**src/rtl/ins_classifier_pipe.sv**
```systemverilog
// rtl/ins_classifier_pipe.sv - flow-controlled instruction classifier with 2-entry FIFO and class counters
//
// Ports:
//   clock, reset_n        rising-edge clock, asynchronous active-low reset
//   flush                 discard all buffered entries (input dropped that cycle)
//   in_valid/in_ready     upstream handshake, in_ins instruction word
//   out_valid/out_ready   downstream handshake, out_ins/out_type head entry
//   cnt_sel/cnt_clear     counter select and synchronous clear
//   cnt_value             combinational read of the selected class counter

module ins_classifier_pipe #(
  parameter int INS_W   = 32,
  parameter int OPC_LSB = 27,
  parameter int CNT_W   = 16
) (
  input  logic             clock,
  input  logic             reset_n,
  input  logic             flush,
  input  logic             in_valid,
  output logic             in_ready,
  input  logic [INS_W-1:0] in_ins,
  output logic             out_valid,
  input  logic             out_ready,
  output logic [INS_W-1:0] out_ins,
  output logic [2:0]       out_type,
  input  logic [2:0]       cnt_sel,
  input  logic             cnt_clear,
  output logic [CNT_W-1:0] cnt_value
);

  localparam logic [2:0] T_R   = 3'b000;
  localparam logic [2:0] T_I   = 3'b001;
  localparam logic [2:0] T_J1  = 3'b010;
  localparam logic [2:0] T_J2  = 3'b011;
  localparam logic [2:0] T_ILL = 3'b100;

  // Slot 0 is always the head; slot 1 only holds data at occupancy 2.
  logic [1:0]       occ;
  logic [INS_W-1:0] ins0, ins1;
  logic [2:0]       typ0, typ1;

  logic [4:0] op;
  logic [2:0] in_type;
  logic       push, pop;

  logic [CNT_W-1:0] cnt [5];

  assign op = in_ins[OPC_LSB+4:OPC_LSB];

  always_comb begin
    in_type = T_ILL;
    case (op)
      5'b00000:                                              in_type = T_R;
      5'b00101, 5'b00111, 5'b01000, 5'b00010, 5'b00110, 5'b10001: in_type = T_I;
      5'b00001, 5'b00011, 5'b10110, 5'b10101:                in_type = T_J1;
      5'b00100:                                              in_type = T_J2;
      default:                                               in_type = T_ILL;
    endcase
  end

  assign in_ready  = (occ != 2'd2) && !flush;
  assign out_valid = (occ != 2'd0);
  assign out_ins   = ins0;
  assign out_type  = typ0;
  assign push      = in_valid && in_ready;
  assign pop       = out_valid && out_ready;

  always_ff @(posedge clock or negedge reset_n) begin
    if (!reset_n) begin
      occ  <= 2'd0;
      ins0 <= '0;
      ins1 <= '0;
      typ0 <= T_R;
      typ1 <= T_R;
    end else if (flush) begin
      occ <= 2'd0;
    end else begin
      case ({push, pop})
        2'b10: begin
          if (occ == 2'd0) begin
            ins0 <= in_ins;
            typ0 <= in_type;
          end else begin
            ins1 <= in_ins;
            typ1 <= in_type;
          end
          occ <= occ + 2'd1;
        end
        2'b01: begin
          // At occupancy 1 this copies a stale slot, but out_valid drops so it is never consumed.
          ins0 <= ins1;
          typ0 <= typ1;
          occ  <= occ - 2'd1;
        end
        2'b11: begin
          // Only reachable at occupancy 1: the new entry replaces the departing head.
          ins0 <= in_ins;
          typ0 <= in_type;
        end
        default: ;
      endcase
    end
  end

  // Clear wins over a coincident pop; a pop during flush still counts.
  always_ff @(posedge clock or negedge reset_n) begin
    if (!reset_n) begin
      for (int i = 0; i < 5; i++) cnt[i] <= '0;
    end else if (cnt_clear) begin
      for (int i = 0; i < 5; i++) cnt[i] <= '0;
    end else begin
      for (int i = 0; i < 5; i++) begin
        if (pop && (typ0 == 3'(i)) && (cnt[i] != {CNT_W{1'b1}})) begin
          cnt[i] <= cnt[i] + 1'b1;
        end
      end
    end
  end

  always_comb begin
    cnt_value = '0;
    for (int i = 0; i < 5; i++) begin
      if (cnt_sel == 3'(i)) cnt_value = cnt[i];
    end
  end

endmodule

```
**config.mk**
```make
export PLATFORM = sky130hd
export DESIGN_NAME = ins_classifier_pipe
export DESIGN_NICKNAME = d
export VERILOG_FILES = /design/src/rtl/ins_classifier_pipe.sv
export SDC_FILE = /design/constraint.sdc
export NUM_CORES = 1
export LEC_CHECK = 0
export ABC_AREA = 1
export CAP_MARGIN = 25
export CORE_ASPECT_RATIO = 1.1
export CORE_MARGIN = 1.5
export CORE_UTILIZATION = 52
export CTS_CLUSTER_DIAMETER = 50
export DETAILED_ROUTE_END_ITERATION = 8
export HOLD_SLACK_MARGIN = 0.1
export PLACE_DENSITY = 0.77
export SLEW_MARGIN = 25
export SYNTH_ARGS = -nofsm -noshare
export SYNTH_HDL_FRONTEND = slang
export SYNTH_SLANG_ARGS = --single-unit
export TNS_END_PERCENT = 30
```
**constraint.sdc**
```tcl
create_clock -name clock -period 1.6 [get_ports clock]
set_clock_uncertainty 0.05 [all_clocks]
set_input_delay 0.32 -clock clock [delete_from_list [all_inputs] [get_ports clock]]
set_output_delay 0.32 -clock clock [all_outputs]
set_load 0.02 [all_outputs]
```
=== Word-level counts from Yosys, hierarchy flattened ===
Memory sizes are Yosys's and may differ from the RTL's.
Cells that the tools add are included.

* Bits in registers: 152
* Bits in read-only memories: 96
* Input port bits: 41
* Output and inout bits: 53
* Word-level logic and storage cells: 82
* Memories kept: 1

{| class="wikitable"
|+ Memories
! name !! depth !! bits a word !! rd ports !! clocked after memory_dff !! wr ports !! line !! source
|-
| (no name shown) || 32 || 3 || 1 || 0 || 0 || 52 || <nowiki>case (op)</nowiki>
|}

* $add $sub $neg: 7
* Equality and inequality tests: 18
* Muxes and demuxes: 17
* Bitwise gates (word level): 2
* Reductions and logical operators: 27

{| class="wikitable"
|+ Operator list
! kind !! count
|-
| 16-bit two-way mux || 10
|-
| 32-bit case mux with 3 select lines || 1
|-
| 16-bit by 1-bit adder with 16-bit output, second input constant || 5
|-
| 80-bit two-way mux || 1
|-
| 16-bit != test, second input constant || 5
|-
| 32-bit two-way mux || 1
|-
| 1-bit logical AND || 13
|-
| 3-bit by 2-bit equality test with 1-bit output, second input constant || 4
|-
| 2-bit nonzero test || 6
|-
| 3-bit case mux with 3 select lines || 1
|-
| 3-bit by 1-bit equality test with 1-bit output, second input constant || 2
|-
| 3-bit equality test, second input constant || 2
|-
| 3-bit zero test || 2
|-
| 3-bit AND reduction || 2
|-
| 3-bit nonzero test || 2
|-
| 2-bit equality test, second input constant || 2
|-
| 2-bit != test, second input constant || 2
|-
| 2-bit case mux with 2 select lines || 1
|-
| 3-bit two-way mux || 1
|-
| 2-bit by 1-bit adder with 2-bit output, second input constant || 1
|-
| 2-bit by 1-bit equality test with 1-bit output, second input constant || 1
|-
| 2-bit zero test || 1
|-
| 2-bit two-way mux || 1
|-
| 1-bit inverter || 2
|-
| other kinds (2) || 2
|}

=== Depth between registers and ports, before layout ===
Gate-level depths: netlist of run 1.

* Word-level depth: 6
* Gate-level depth with buffers: 10
* Gate-level depth less buffers: 9

=== Least setup slack after synthesis of run 1 ===
No wires, ideal clock.

* Path kind: input -> output
* Start point: input port cnt_sel[2]
* End point: output port cnt_value[10]
* Arrival time: 1.340 ns
* Data required time: 1.230 ns
* Slack: -0.110 ns
* Cell stages on the path: 5
* Path buffers: 1
* Path through: inv_1 nor3_1 clkbuf_1 nand2_1 nand3_1

* Cells in the longest elaborated chain, start to end: 6
* Elaborated cells between the ends (all ways): 10
* Classes of those cells: eq/ne (4); mux (5); reduce/logical (1)

{| class="wikitable"
|+ RTL lines
! item !! line !! source
|-
| start, declared || 26 || <nowiki>input logic [2:0] cnt_sel,</nowiki>
|-
| 3-bit zero test || 123 || <nowiki>if (cnt_sel == 3'(i)) cnt_value = cnt[i];</nowiki>
|-
| 16-bit two-way mux (4 in a row) || 123 ||
|-
| 16-bit two-way mux (*) || 123 ||
|-
| end, declared || 28 || <nowiki>output logic [CNT_W-1:0] cnt_value</nowiki>
|}

Every way passes the cells marked *; elsewhere a longest branch is shown, timed or not.

=== Worst setup path after layout of run 1 ===
* Start point: register cnt[52] in the netlist's numbering
* End point: output port cnt_value[4]

* Cells in the longest elaborated chain, start to end: 4

{| class="wikitable"
|+ RTL lines
! item !! line !! source
|-
| start, declared || 46 || <nowiki>logic [CNT_W-1:0] cnt [5];</nowiki>
|-
| start signal, assigned by index || 114 || <nowiki>cnt[i] <= cnt[i] + 1'b1;</nowiki>
|-
| 16-bit two-way mux (4 in a row) || 123 ||
|}

Every way passes these cells.

==> summary.md, run 1 <==
| Metric | Value |
|---|---|
| Run status | finished, violations left |
| Failing checks | negative setup slack |
| Nets | 1581 |
| Critical path class | reg2out |
| Placed Instances | 1673 |
| Ratio of cells with drive above 1 in the final layout | 33.20% |
| Setup TNS | -5.394 ns |
| Worst R2R End | cnt[61] |
| Routed WL per cell | 17.36 um |
| Min Hold Slack | 0.2939 ns |
| Global-route wire length before repair | 43450 um |
| Yosys cell types | 32 |
| H-tree level count | 4 |
| CP endpoint kind | primary output |
| Pwr per Cell Area | 1043 mW/mm2 |
| CP Max Fanout | 2 |
| Largest net degree at the start of global routing | 51 |
| Post-DP HPWL | 19040 um |
| Post-synthesis cell area | 0.008872 mm2 |
| Clock Path Buffers | 2 |
| Leak pwr | 6.633 nW |
| Fill count | 1066 |
| RSZ-0062 raised after global routing | true |
| Synth Register Bits | 152 |
| Syn nets | 1282 |
| Non-Filler Instances | 1750 |
| Clk pin slew, worst setup/hold paths | 0.07 ns |
| Post-synth EDFFs | 0 |
| Seq. cell area | 0.003822 mm2 |
| Vias in the first global route | 8984 |
| Final Util | 79.61% |
| Placer congestion estimate | 0.9445 |
| GR Overflow Total | 0 |
| Global Route Usage Sum | 30.62% |
| Tightest Pin Transition | 0.4003 ns |
| DP Area | 0.01145 mm2 |
| Synth Instances | 1233 |
| Via-per-instance ratio | 5.698 |
| Fin area | 0.01318 mm2 |
| Routed Antenna Nets | 0 |
| Synth top area cells | dfrtp_1 (43%), nand2_1 (19%), nand4_1 (4.9%) |
| Initial antenna violation count | 1 |
| Root Buffer | clkbuf_16 |
| Post-placement setup slack | -0.8808 ns |
| CTS tree | done |
| IO Pins | 94 |
| R2r setup slk | -0.14 ns |
| # DRC | 0 |
| Most used DFF post-synth | dfrtp_1 |
| Critical Path Start | cnt[52] |
| Reg2Reg Launch Point | cnt[49] |
| Synth top cells by count | nand2_1 (459), dfrtp_1 (152), nor2_1 (103) |
| Most common cell in the netlist | nand2_1 |
| DRT Pass-1 Iters | 6 |
| Multi-input gate area | 0.005122 mm2 |
| Max VDD drop | 959.1 uV |
| Avg Cell Area, Syn | 7.196 um2 |
| Power Total | 13.74 mW |
| Final slew viol count | 0 |
| Share of the synthesized area in the top cell type | 42.87% |
| Clk sinks | 152 |
| Final wirelength | 30380 um |
| Achievable Freq | 538.1 MHz |
| Synth area leader | dfrtp_1 |
| PnR worst setup slack | -0.2584 ns |
| DR iter-0 viols | 982 |
| Ys async rst share | 100.0% |
| Data required, critical path | 1.23 ns |
| Seq/Total Area, Yosys | 42.87% |
| Die Wd | 127.5 um |
| Final setup viols | 61 |
| Final critical-path required period | 1.858 ns |
| Die area | 0.01786 mm2 |
| Final Hold Violating Endpoints | 0 |
| Worst Setup Start Kind | register |
| Fin crit share | 116.2% |
| Num CTS Buffers | 17 |
| Worst-Skew Late Latency | 0.43 ns |
| Slew HR | 73.21% |
| Chip height | 140.0 um |
| Site Rows | 49 |
| WP data arrival | 1.49 ns |
| Worst r2r path cells | 11 |
| P&R area growth vs syn | 48.54% |
| Maxcap violations | 0 |
| Core area | 0.01655 mm2 |
| Routed via count | 9971 |
| PortBufs | 93 |
| Hold WC Path Type | in2async |
| Initial Utilization | 53.60% |
| Ys Warns | 0 |
-- sequential cells by signal, summed over array words and instances, names as in the netlist --
register  flops
cnt          80
ins1         32
out_ins      32
out_type      3
typ1          3
occ           2
-- area by class of cell --
cell class | count | share of cell area, %
multi-input combinational | 927 | 38.87
sequential | 152 | 29.00
timing repair buffer | 324 | 22.47
clock buffer | 17 | 3.228
inverter | 110 | 3.161
tap | 204 | 1.937
clock inverter | 15 | 1.310
antenna | 1 | 0.01899
-- per-layer routing --
metal	vias to the layer above	share of wire [%]	track usage, %	wire length (um)
li1	4632	-	-	-
met1	4619	38	37.61	11440
met2	554	48	50.67	14620
met3	166	8.1	6.875	2460
met4	0	6.1	15.37	1855
met5	-	0	0	0
-- critical path: stages, from the launching register on --
cell and delay (ns):
dfrtp_1 0.40, inv_2 0.10, o22ai_1 0.14, a21oi_2 0.19, nand3_4 0.09, buf_6 0.14
-- cells in the final DEF (no fill, tap or decap), types with 3 or more instances in the layout --
cell type        instances
or2_2                    5
nor2_2                  15
ha_1                     3
dfrtp_1                137
nand2_2                 45
a21oi_1                  4
inv_8                    5
o22ai_2                 11
nor2_1                  88
nand2_1                404
o21ai_2                  4
nand3_4                  6
o21bai_1                 5
clkbuf_16               19
o211ai_1                34
nand3_1                 63
nor2_4                  20
a21oi_2                 13
dfrtp_2                 15
buf_4                  189
dlygate4sd2_1           32
buf_12                  17
nand2_4                 15
inv_6                    6
buf_6                   40
inv_1                   64
clkdlybuf4s50_1         36
inv_2                   44
o21ai_0                 49
o22ai_1                  3
buf_2                    3
nand3_2                 18
ha_4                     3
xor2_1                  26
nand4_1                 69
o21ai_1                 10
-- kinds of logic after synthesis --
| family | share of synthesized area, % |
|---|---|
| XOR/XNOR | 2.567 |
| AND/OR/NAND/NOR | 37.08 |
| flip-flops | 42.87 |
| adder cells (fa/ha/maj) | 1.128 |
| AO/OA/AOI/OAI | 9.124 |
| buffers and inverters | 7.234 |
-- timing repair --
action | CTS | global route
cloned | 2 | 4
hold buffers | 1 | 0
setup endpoints to repair | 138 | 170
gates resized for setup | 213 | 202
pin swaps | 36 | 86
hold endpoints to repair | 140 | 0
buffers inserted | 12 | 29
-- worst max-delay path by stage --
stage,cells past startpoint,slack [ns],end
floorplan,10,-0.04,cnt[13]
global placement,7,-0.85,cnt_value[2]
detailed placement,7,-0.88,cnt_value[2]
CTS,5,-0.23,cnt_value[2]
global route,5,-0.28,cnt_value[4]
finish,5,-0.26,cnt_value[4]
-- where the power goes --
group | switching (mW) | internal (mW)
clock | 1.91 | 2.24
sequential | 0.543 | 4.72
combinational | 2.55 | 1.78
Note: power is estimated with default switching activity, not from simulation.
==> run 2: changes to the inputs <==
CORE_MARGIN = unset   (was 1.5)
==> run 2 against run 1 <==
The flow still finishes with violations (negative setup slack). Flip-flop and latch count is the same. Wire length shrank 5.1%. Critical path depth is the same. First-iteration DRC count shrank 7.2%. Largest power group unchanged.
==> summary.md, run 2 (same netlist as run 1, synthesis figures left out) <==
| Metric | Value |
|---|---|
| Ratio of cells with drive above 1 in the final layout | 31.55% (-1.6 points) |
| Worst Setup Start Kind | register |
| Routed WL per cell | 16.56 um (-4.6%) |
| Post-DP HPWL | 18480 um (-2.9%) |
| Max reg flops | 80 (unchanged) |
| Global Route Usage Sum | 30.98% (+0.36 points) |
| Maxcap violations | 0 (unchanged) |
| Fin crit share | 117.1% (+0.99 points) |
| GR Overflow Total | 0 (unchanged) |
| Root Buffer | clkbuf_16 |
| Final setup viols | 68 (+11%) |
| Critical path class | reg2out |
| Fill count | 1066 (unchanged) |
| IO Pins | 94 (unchanged) |
| Final slew viol count | 0 (unchanged) |
| WP data arrival | 1.50 ns (about the same) |
| Post-placement setup slack | -0.8841 ns (-0.003362 ns) |
| Site Rows | 49 (unchanged) |
| Fin area | 0.01304 mm2 (-1.1%) |
| R2r setup slk | -0.14 ns (about the same) |
| Most frequent cells in the layout | nand2_1 (409), buf_4 (186), dfrtp_1 (142) |
| Initial Utilization | 53.80% (+0.20 points) |
| Clock Path Buffers | 2 (unchanged) |
| Pwr per Cell Area | 1035 mW/mm2 (-0.77%) |
| Most common cell after layout, fill and taps aside | nand2_1 |
| H-tree level count | 4 (unchanged) |
| Placed Instances | 1670 (-0.18%) |
| Initial antenna violation count | 0 (-1) |
| Max VDD drop | 1001 uV (+4.3%) |
| Largest net degree at the start of global routing | 71 (+39%) |
| Clk pin slew, worst setup/hold paths | 0.07 ns (about the same) |
| Routed Antenna Nets | 0 (unchanged) |
| Die area | 0.01759 mm2 (-1.5%) |
| Die Wd | 126.5 um (-0.78%) |
| Tightest Pin Transition | 0.3386 ns (-0.06176 ns) |
| Data required, critical path | 1.23 ns (about the same) |
| Non-Filler Instances | 1741 (-0.51%) |
| PortBufs | 93 (unchanged) |
| # DRC | 0 (unchanged) |
| Via-per-instance ratio | 5.636 (-1.1%) |
| Reg with most FFs | cnt |
| CP Max Fanout | 2 (unchanged) |
| Placer congestion estimate | 0.9858 (+4.4%) |
| RSZ-0062 raised after global routing | true |
| Clk sinks | 152 (unchanged) |
| Worst r2r path cells | 11 (unchanged) |
| DRT Pass-1 Iters | 6 (unchanged) |
| PnR worst setup slack | -0.2742 ns (-0.01577 ns) |
| Leak pwr | 6.553 nW (-1.2%) |
| DR iter-0 viols | 911 (-7.2%) |
| Routed via count | 9812 (-1.6%) |
| Slew HR | 77.34% (+4.1 points) |
| P&R area growth vs syn | 46.92% |
| M1 wire length | 11170 um (-2.4%) |
| Final wirelength | 28840 um (-5.1%) |
| Hold WC Path Type | in2async |
| Num CTS Buffers | 17 (unchanged) |
| CP endpoint kind | primary output |
| Met2 Wirelength | 14190 um (-2.9%) |
| Antenna cells | 0 (-1) |
| Routed wl met3 | 2053 um (-17%) |
| Core area | 0.01649 mm2 (-0.37%) |
| Reg2Reg Launch Point | cnt[48] |
| CTS tree | done |
| Worst-Skew Late Latency | 0.43 ns (about the same) |
| Top layer in use | met4 |
| Vias in the first global route | 9059 (+0.83%) |
| Final Hold Violating Endpoints | 0 (unchanged) |
| Final critical-path required period | 1.874 ns (+0.01577 ns) |
| Run status | finished, violations left |
| Achievable Freq | 533.6 MHz (-0.84%) |
| Nets | 1573 (-0.51%) |
| Final Util | 79.04% (-0.58 points) |
| Global-route wire length before repair | 43450 um (unchanged) |
| Failing checks | negative setup slack |
| DP Area | 0.01147 mm2 (+0.13%) |
| Worst R2R End | cnt[54] |
| Chip height | 139.0 um (-0.71%) |
## run 2: cell types whose count changed in the layout (fill, tap and decap cells not counted), sizes merged
cell	delta
clkinv	-1
nor2	+1
buf	-8
inv	-1
clkinvlp	+1
diode	-1
## run 2: how the worst max path moves through the flow
stage,cells past startpoint,end,slack (ns),start
after global routing,5,cnt_value[1],-0.33,cnt[49]
after detailed placement,7,cnt_value[0],-0.88,cnt_sel[0]
final,5,cnt_value[1],-0.27,cnt[49]
after floorplan,10,cnt[13],-0.04,cnt[0]
after CTS,5,cnt_value[1],-0.21,cnt[49]
after global placement,7,cnt_value[4],-0.86,cnt_sel[0]
## run 2: area by class of cell
| class | count | area, um2 | share of cell area [%] |
|---|---|---|---|
| sequential | 152 | 3816 | 29.28 |
| tap | 204 | 255.2 | 1.958 |
| clock inverter | 14 | 152.6 | 1.171 |
| multi-input combinational | 928 | 5066 | 38.87 |
| inverter | 110 | 421.7 | 3.235 |
| timing repair buffer | 315 | 2894 | 22.20 |
| clock buffer | 18 | 429.2 | 3.292 |
## run 2: per-stage QoR
| step | power (mW) | setup TNS (ns) | hold WS (ns) |
|---|---|---|---|
| after floorplan | 7.413 | -0.3739 | -0.02559 |
| after global placement | 9.346 | -39.62 | 0.1376 |
| after detailed placement | 9.469 | -43.86 | 0.1345 |
| after CTS | 13.31 | -4.156 | 0.2473 |
| after global routing | 14.17 | -13.75 | 0.2727 |
| final | 13.49 | -4.925 | 0.2470 |
## run 2: critical path, stage by stage (launching register included)
cell,delay (ns)
dfrtp_1,0.40
inv_2,0.11
o22ai_1,0.09
a21oi_1,0.22
nand3_2,0.12
buf_6,0.14
## run 2: per-layer routing
layer / vias up / global-route usage (%)
met5: - / 0
met4: 0 / 15.16
met3: 126 / 6.597
met2: 437 / 51.90
met1: 4639 / 37.85
li1: 4610 / -
## run 2: power by group
group	internal, mW	switching (mW)
Combinational	1.72	2.48
Clock	2.22	1.83
Sequential	4.71	0.531
Total	8.65	4.84
## run 2: what timing repair did
item                       4_1_cts  5_1_grt
hold buffers                     1        0
resized for setup              216      165
pin swaps                       32       73
hold endpoints to repair       152        0
buffers inserted                11       24
setup endpoints to repair      128      169
cloned                           3        4
==> run 3: changes to the inputs <==
CORE_UTILIZATION = 44   (was 52)
PLACE_DENSITY = 0.67   (was 0.77)
==> run 3 against run 2 <==
The run still ends with negative setup slack left. Design area grew 0.73%. Count of clock-buffer cells in the layout shrank 1. Die area grew 18%. Flip-flop and latch count is the same. Largest cell class unchanged. Largest power group unchanged.
==> summary.md, run 3 (same netlist as run 1, synthesis figures left out) <==
| Metric | Value |
|---|---|
| Max VDD drop | 947.5 uV (-5.3%) |
| Max reg flops | 80 (unchanged) |
| Initial antenna violation count | 0 (unchanged) |
| Clk sinks | 152 (unchanged) |
| Placer congestion estimate | 0.9551 (-3.1%) |
| Fin area | 0.01313 mm2 (+0.73%) |
| Worst-Skew Late Latency | 0.44 ns (about the same) |
| Core area | 0.01980 mm2 (+20%) |
| Tightest Pin Transition | 0.4273 ns (+0.08870 ns) |
| Critical Path Start | cnt[57] |
| PortBufs | 93 (unchanged) |
| DP Area | 0.01148 mm2 (+0.11%) |
| Worst Setup Start Kind | register |
| Hold WC Path Type | in2async |
| Final wirelength | 27900 um (-3.3%) |
| GR Overflow Total | 0 (unchanged) |
| CP endpoint kind | primary output |
| Reg with most FFs | cnt |
| Critical-path cell list | inv_2 > o22ai_2 > a21oi_2 > nand3_2 > buf_6 |
| Run status | finished, violations left |
| Nets | 1569 (-0.25%) |
| # DRC | 0 (unchanged) |
| Die area | 0.02074 mm2 (+18%) |
| Most frequent cells in the layout | nand2_1 (394), buf_4 (179), dfrtp_1 (145) |
| Clk pin slew, worst setup/hold paths | 0.07 ns (about the same) |
| CP Max Fanout | 2 (unchanged) |
| Power Total | 13.57 mW (+0.62%) |
| CTS tree | done |
| Leak pwr | 6.571 nW (+0.27%) |
| Die Wd | 137.4 um (+8.6%) |
| Critical-path top delay cell | dfrtp_1 |
| Worst R2R End | cnt[19] |
| Root Buffer | clkbuf_16 |
| Final setup viols | 42 (-38%) |
| Failing checks | negative setup slack |
| R2r setup slk | -0.04 ns (+0.10 ns) |
| Routed via count | 9371 (-4.5%) |
| Achievable Freq | 556.9 MHz (+4.4%) |
| Most common cell after layout, fill and taps aside | nand2_1 |
| Vias in the first global route | 8846 (-2.4%) |
| DRT Pass-1 Iters | 5 (-1) |
| PnR worst setup slack | -0.1955 ns (+0.07867 ns) |
| Final slew viol count | 0 (unchanged) |
| IO Pins | 94 (unchanged) |
| Largest net degree at the start of global routing | 42 (-41%) |
| P&R area growth vs syn | 47.99% |
| Data required, critical path | 1.23 ns (about the same) |
| Chip height | 150.9 um (+8.6%) |
| Final Hold Violating Endpoints | 0 (unchanged) |
| Reg2Reg Launch Point | cnt[16] |
| Global-route wire length before repair | 44180 um (+1.7%) |
| Fin crit share | 112.2% (-4.9 points) |
| H-tree level count | 4 (unchanged) |
| Maxcap violations | 0 (unchanged) |
| Routed Antenna Nets | 0 (unchanged) |
| Site Rows | 54 (+10%) |
| Clock Path Buffers | 2 (unchanged) |
| Global Route Usage Sum | 27.57% (-3.4 points) |
| Antenna cells | 0 (unchanged) |
| Slew HR | 71.51% (-5.8 points) |
| Routed WL per cell | 15.63 um (-5.6%) |
| RSZ-0062 raised after global routing | true |
| Critical path destination | cnt_value[9] |
| Ratio of cells with drive above 1 in the final layout | 31.77% (+0.21 points) |
| Initial Utilization | 44.82% (-9.0 points) |
| Critical path class | reg2out |
| DR iter-0 viols | 555 (-39%) |
| Final critical-path required period | 1.796 ns (-0.07867 ns) |
| Crit-path max cell delay | 0.39 ns (about the same) |
| Pwr per Cell Area | 1033 mW/mm2 (-0.11%) |
| Post-DP HPWL | 19750 um (+6.9%) |
| Setup TNS | -2.881 ns (+2.044 ns) |
| Worst r2r path cells | 10 (-1) |
| Via-per-instance ratio | 5.250 (-6.8%) |
| WP data arrival | 1.43 ns (-0.07 ns) |
| Num CTS Buffers | 17 (unchanged) |
[run 3: worst max-delay path, delay by kind of cell, from the launching register on]
kind            cells  cell delay (ns)
flops               1             0.39
buf+inv             2             0.27
compound gates      2             0.21
simple gates        1             0.12
[run 3: report_power, final]
part | switching, mW | internal, mW | leakage, nW | total (mW)
sequential | 0.517 | 4.71 | 2.01 | 5.23
clock | 1.99 | 2.12 | 0.289 | 4.11
combinational | 2.48 | 1.75 | 4.28 | 4.23
total | 4.99 | 8.58 | 6.57 | 13.6
[run 3: routing by layer]
metal	vias to the layer above	part of all wire (%)	GRT usage (%)
li1	4612	-	-
met1	4430	42	33.63
met2	272	49	47.96
met3	57	5.3	5.723
met4	0	3.8	9.341
met5	-	0	0
[run 3: layout make-up]
| class | count | area, um2 |
|---|---|---|
| Tap cell | 252 | 315.3 |
| Fill cell | 1676 | 6666 |
| Clock buffer | 17 | 425.4 |
| Multi-Input combinational cell | 925 | 5081 |
| Sequential cell | 152 | 3812 |
| Inverter | 110 | 416.7 |
| Timing Repair Buffer | 314 | 2903 |
| Clock inverter | 15 | 176.4 |
[run 3: what timing repair did]
action,in CTS,in global routing
hold endpoints to repair,35,0
hold buffers,1,0
pin swaps,39,73
gates resized for setup,215,204
gates cloned,3,2
endpoints found under the setup margin,129,169
setup buffers,12,18
[run 3: per-stage QoR]
| step | hold slack, ns | std cells | util, % | setup WS, ns |
|---|---|---|---|---|
| 2_1_floorplan | -0.02559 | 1233 | - | -0.03741 |
| 5_1_grt | 0.3606 | 1785 | 66.33 | -0.2616 |
| 3_3_place_gp | 0.2182 | 1720 | 57.98 | -0.8631 |
| 4_1_cts | 0.3320 | 1768 | 62.23 | -0.2160 |
| 3_5_place_dp | 0.2211 | 1720 | 57.98 | -0.9064 |
| 6_report | 0.3221 | 1785 | 66.33 | -0.1955 |
[run 3: how the worst min path moves through the flow]
stage	cells after the start	startpoint	endpoint
floorplan	0	reset_n	cnt[0]
global placement	1	reset_n	cnt[55]
detailed placement	1	reset_n	cnt[55]
CTS	2	reset_n	cnt[55]
global route	2	reset_n	cnt[59]
finish	2	reset_n	cnt[55]
